===== src/rtl/com_bus_arbiter.sv =====
// Round-robin arbiter for the shared snoop bus: one owner at a time, grant held
// while the owner keeps requesting, one turnaround cycle between owners.
module com_bus_arbiter #(
  parameter int NUM_REQ  = 8,
  parameter int ID_W     = 3,
  parameter int HOLD_W   = 8,
  parameter int MAX_HOLD = 200
) (
  input  logic               clk,
  input  logic               rst,
  input  logic [NUM_REQ-1:0] Com_Bus_Req,
  output logic [NUM_REQ-1:0] Com_Bus_Gnt,
  output logic [ID_W-1:0]    Gnt_Id,
  output logic               Bus_Busy,
  output logic               Bus_Timeout,
  output logic [1:0]         dbg_state
);

  // Handshake: a requester raises Com_Bus_Req[i] and holds it until it sees
  // Com_Bus_Gnt[i]; it keeps the bus for as long as the request stays high and
  // gives it back by dropping the request for at least one cycle.

  typedef enum logic [1:0] {
    IDLE    = 2'd0,
    GRANT   = 2'd1,
    RELEASE = 2'd2
  } state_t;

  localparam logic [HOLD_W-1:0] MAX_HOLD_C = HOLD_W'(MAX_HOLD);
  localparam logic [ID_W-1:0]   LAST_IDX   = ID_W'(NUM_REQ - 1);

  state_t             state;
  logic [ID_W-1:0]    last_ptr;
  logic [HOLD_W-1:0]  hold_cnt;
  logic [HOLD_W-1:0]  hold_next;
  logic               pick_valid;
  logic [ID_W-1:0]    pick_id;
  logic [ID_W-1:0]    cand;

  // Scan downward so the final hit is the nearest set bit after last_ptr.
  always_comb begin
    pick_valid = 1'b0;
    pick_id    = last_ptr;
    cand       = last_ptr;
    for (int i = NUM_REQ; i >= 1; i--) begin
      cand = ID_W'((int'(last_ptr) + i) % NUM_REQ);
      if (Com_Bus_Req[cand]) begin
        pick_valid = 1'b1;
        pick_id    = cand;
      end
    end
  end

  assign hold_next = (hold_cnt == '1) ? hold_cnt : hold_cnt + 1'b1;
  assign dbg_state = state;

  always_ff @(posedge clk) begin
    if (rst) begin
      state       <= IDLE;
      Com_Bus_Gnt <= '0;
      Gnt_Id      <= '0;
      Bus_Busy    <= 1'b0;
      Bus_Timeout <= 1'b0;
      last_ptr    <= LAST_IDX;
      hold_cnt    <= '0;
    end else begin
      case (state)
        IDLE: begin
          if (pick_valid) begin
            Com_Bus_Gnt <= {{(NUM_REQ-1){1'b0}}, 1'b1} << pick_id;
            Gnt_Id      <= pick_id;
            last_ptr    <= pick_id;
            Bus_Busy    <= 1'b1;
            hold_cnt    <= '0;
            state       <= GRANT;
          end
        end
        GRANT: begin
          if (Com_Bus_Req[Gnt_Id]) begin
            // Timeout is only a flag; the owner keeps the bus regardless.
            hold_cnt <= hold_next;
            if (hold_next >= MAX_HOLD_C) Bus_Timeout <= 1'b1;
          end else begin
            Com_Bus_Gnt <= '0;
            Bus_Busy    <= 1'b0;
            Bus_Timeout <= 1'b0;
            hold_cnt    <= '0;
            state       <= RELEASE;
          end
        end
        RELEASE: state <= IDLE;
        default: state <= IDLE;
      endcase
    end
  end

endmodule


===== config.mk =====
export PLATFORM = sky130hd
export DESIGN_NAME = com_bus_arbiter
export DESIGN_NICKNAME = d
export VERILOG_FILES = /design/src/rtl/com_bus_arbiter.sv
export SDC_FILE = /design/constraint.sdc
export NUM_CORES = 1
export LEC_CHECK = 0
export ABC_AREA = 1
export CORE_MARGIN = 2
export CORE_UTILIZATION = 35
export CTS_CLUSTER_DIAMETER = 120
export DETAILED_ROUTE_END_ITERATION = 12
export PLACE_DENSITY = 0.55
export SLEW_MARGIN = 20
export SYNTH_ARGS = -nofsm -noshare
export SYNTH_HDL_FRONTEND = slang
export SYNTH_SLANG_ARGS = --single-unit

===== constraint.sdc =====
create_clock -name clk -period 7.1 [get_ports clk]
set_input_delay 0.71 -clock clk [delete_from_list [all_inputs] [get_ports clk]]
set_output_delay 0.71 -clock clk [all_outputs]
set_load 0.01 [all_outputs]

==> qor.csv <==
stage,metric,value,unit
yosys,"EDFF count, synth",0,
hold_path,Hold Path Class,reg2reg,
hold_path,hold depth,2,
pwr,PD cells,505,mW/mm^2
detailed_routing,DRC,0,
grt,largest net degree at the start of global routing,16,
timing,Slew HR,0.524,
placed_design,"Cell Area, Placed",0.00222,sq mm
setup_path,critical path arrival,2.82,ns
die,num ports,25,
timing,Worst Skew,0.00258,ns
grt,antenna violations before repair,0,
yosys,Area contributors post-synth,"dfxtp_1 (27%), nand2_1 (14%), nand3_2 (9.3%)",
clock_tree,cts bufs inserted,3,
grt,GR Layer Usage met2,0.283,
grt,GR Util met3,0.0149,
grt,vias in the first global route,1741,
yosys,async set or reset register ratio after synthesis,0,
timing,worst-margin pin slew,0.712,ns
setup_path,Startpoint Class,flip-flop,
clock_tree,CTS tree,yes,
clock_tree,Clock Latency Late Sink,0.26,ns
clock_tree,CTS Sinks,26,
grt,met1 Resource Use GR,0.183,
yosys,"Seq/Total Area, Yosys",0.268,
job,Max-cap violations,0,
yosys,cell taking the most area after synthesis,dfxtp_1,
detailed_routing,post-route ant nets,0,
die,Die X-Extent,78.5,um
timing,final setup vio count,0,
yosys,Post-Syn Nets,292,
clock_tree,post-CTS sizing,0,
finish,nets@finish,315,
grt,first-pass GRT wire length,7760,um
die,die height,78.5,um
timing,post-route setup TNS,0,ns
finish,area grow syn2layout,16.4,%
setup_path,WS Path Type,reg2reg,
yosys,Synth Register Bits,26,
clock_tree,hold_buf cts,0,
timing,fin. max-slew vios,0,
setup_path,r2r startpoint,last_ptr[0],
timing,Final Hold Violating Endpoints,0,
timing,Fin Hold WS,0.456,ns
grt,GR peak layer,met2,
timing,RSZ-0062 raised after global routing,false,
setup_path,reg2reg path depth,17,
setup_path,r2r endpoint,last_ptr[0],
clock_tree,Max Root-Sink Buffers,2,
detailed_routing,vias per cell,4.87,
finish,share of layout cells above drive strength 1,0.197,
setup_path,crit-path max FO,11,
hold_path,min-delay src,Com_Bus_Gnt[3],
detailed_routing,violation count after the first detailed-route iteration,60,
placed_design,post-DP HPWL,3690,um
placed_design,port bufs,24,
clock_tree,H-tree depth,1,
yosys,Syn Area/Cell,6.96,sq um
placed_design,post-place setup slack,4.37,ns
setup_path,"Req. time, crit path",7.24,ns
finish,Antenna Diode Count,0,
clock_tree,Setup Buffers After CTS,0,
yosys,synth cell count leaders,"nand2_1 (74), nand3_1 (28), dfxtp_1 (26)",
detailed_routing,DR pass1 iterations,4,
timing,Setup WS post-layout,4.42,ns
hold_path,Hold Path End,Com_Bus_Gnt[3],
detailed_routing,vias,1810,
die,Placement Rows,27,
yosys,synth unique cells,34,
clock_tree,clock root buffer,clkbuf_8,
timing,Fmax,0.373,GHz
grt,all-layer global routing usage,0.155,
yosys,most used flip-flop cell after synthesis,dfxtp_1,
setup_path,R2R Setup Slk,4.42,ns
yosys,Netlist Area Pre-Place,0.00194,sq mm
yosys,top-count cell post-synth,nand2_1,
pwr,leak pwr,0.999,nW
detailed_routing,routed length per instance,12.2,um
yosys,synth warn,0,
die,core area,0.00544,sq mm
placed_design,Routability Congestion,0.913,
detailed_routing,total wire length,4540,um
clock_tree,clk slew on worst S/H paths,0.08,ns
yosys,Post-Synthesis Cells,279,
die,Total Die Area,0.00616,sq mm
die,starting density of the core,0.357,
pwr,Final Total Pwr,1.14,mW
setup_path,crit end category,flip-flop,
outcome,status,"finished, final reports clean",
finish,post-route cell area,0.00226,sq mm
timing,Final min period,2.68,ns
pwr,Max IR drop VDD,0.185,mV
timing,Tcrit/Tclk final,0.378,
yosys,top-area cell type share of the netlist area,0.268,
grt,grt total ovfl,0,
worst max-delay path by stage:
stage | from | slack (ns) | depth (start not counted) | endpoint
finish | last_ptr[0] | 4.42 | 17 | last_ptr[0]
global route | last_ptr[0] | 4.17 | 14 | Com_Bus_Gnt[0]
CTS | last_ptr[0] | 4.42 | 17 | last_ptr[0]
detailed placement | Com_Bus_Req[4] | 4.37 | 16 | last_ptr[0]
global placement | Com_Bus_Req[6] | 4.35 | 16 | last_ptr[0]
floorplan | last_ptr[0] | 4.88 | 20 | Com_Bus_Gnt[2]
cells in the final DEF, fill, tap and decap left out, types with 2 or more instances in the layout:
cell type and count:
ha_1 3, nand3_1 28, nor3_2 2, clkdlybuf4s50_1 24, inv_1 20, nand2_1 74, nor2_1 21, xnor2_1 2
clkbuf_8 3, inv_2 9, nor2_2 4, nand2_2 6, o211ai_1 3, nand2_4 11, nand3_2 18, dfxtp_1 26
a31oi_1 2, o21ai_0 9, a21oi_1 12, mux2i_1 2, o21ai_1 3, inv_4 2, xor2_1 4, nand4_1 3
o22ai_1 2
metal layers:
layer / share of wire / wire, um / vias up
met5: 0 / 0 / -
met4: 0.019 / 86 / 0
met3: 0.020 / 91 / 8
met2: 0.50 / 2250 / 26
met1: 0.46 / 2110 / 808
li1: - / - / 968
kinds of logic (layout without fill, tap and decap cells):
family / Yosys count / count (layout) / synth area share
muxes: 2 / 2 / 0.0103
and+or+nand+nor: 170 / 170 / 0.481
DFF: 26 / 26 / 0.268
adders and majority gates: 3 / 3 / 0.0193
xor gates and xnor gates: 6 / 6 / 0.0271
buffers and inverters: 37 / 58 / 0.0903
AOI/OAI and AO/OA: 35 / 35 / 0.104
sequential cells by signal, summed over array words and instances, names as in the netlist:
signal / cells
dbg_state: 2
hold_cnt: 8
Com_Bus_Gnt: 8
Gnt_Id: 3
last_ptr: 3
Bus_Timeout: 1
Bus_Busy: 1
worst max-delay path, cell delays in order, from the launching register on:
cell and delay [ns]:
dfxtp_1 0.57, inv_4 0.18, ha_1 0.47, inv_2 0.14, nand3_1 0.12, nand3_1 0.12
nand2_1 0.15, inv_2 0.04, nand2_1 0.06, nand2_1 0.06, nand2_1 0.05, nand2_1 0.08
nand2_1 0.09, nand2_2 0.06, nand2_4 0.12, inv_2 0.06, nand2_1 0.10, o211ai_1 0.09
area by class of cell:
cell class | instances | area, sq um
Sequential cell | 26 | 520
Timing Repair Buffer | 24 | 240
Tap cell | 72 | 90.1
Clock buffer | 3 | 41.3
Multi-Input combinational cell | 216 | 1240
Fill cell | 591 | 3180
Inverter | 31 | 121
stage by stage:
step                       util  cells
after floorplan               -    279
final                     0.415    372
after detailed placement  0.408    369
after CTS                 0.415    372
after global placement    0.408    369
after global routing      0.415    372
where the power goes:
part           internal, mW  switching (mW)  total, mW
combinational         0.288           0.544      0.833
sequential            0.183          0.0439      0.227
clock                0.0379          0.0427     0.0807
total                 0.510           0.631       1.14
(Power assumes the default switching activity.)
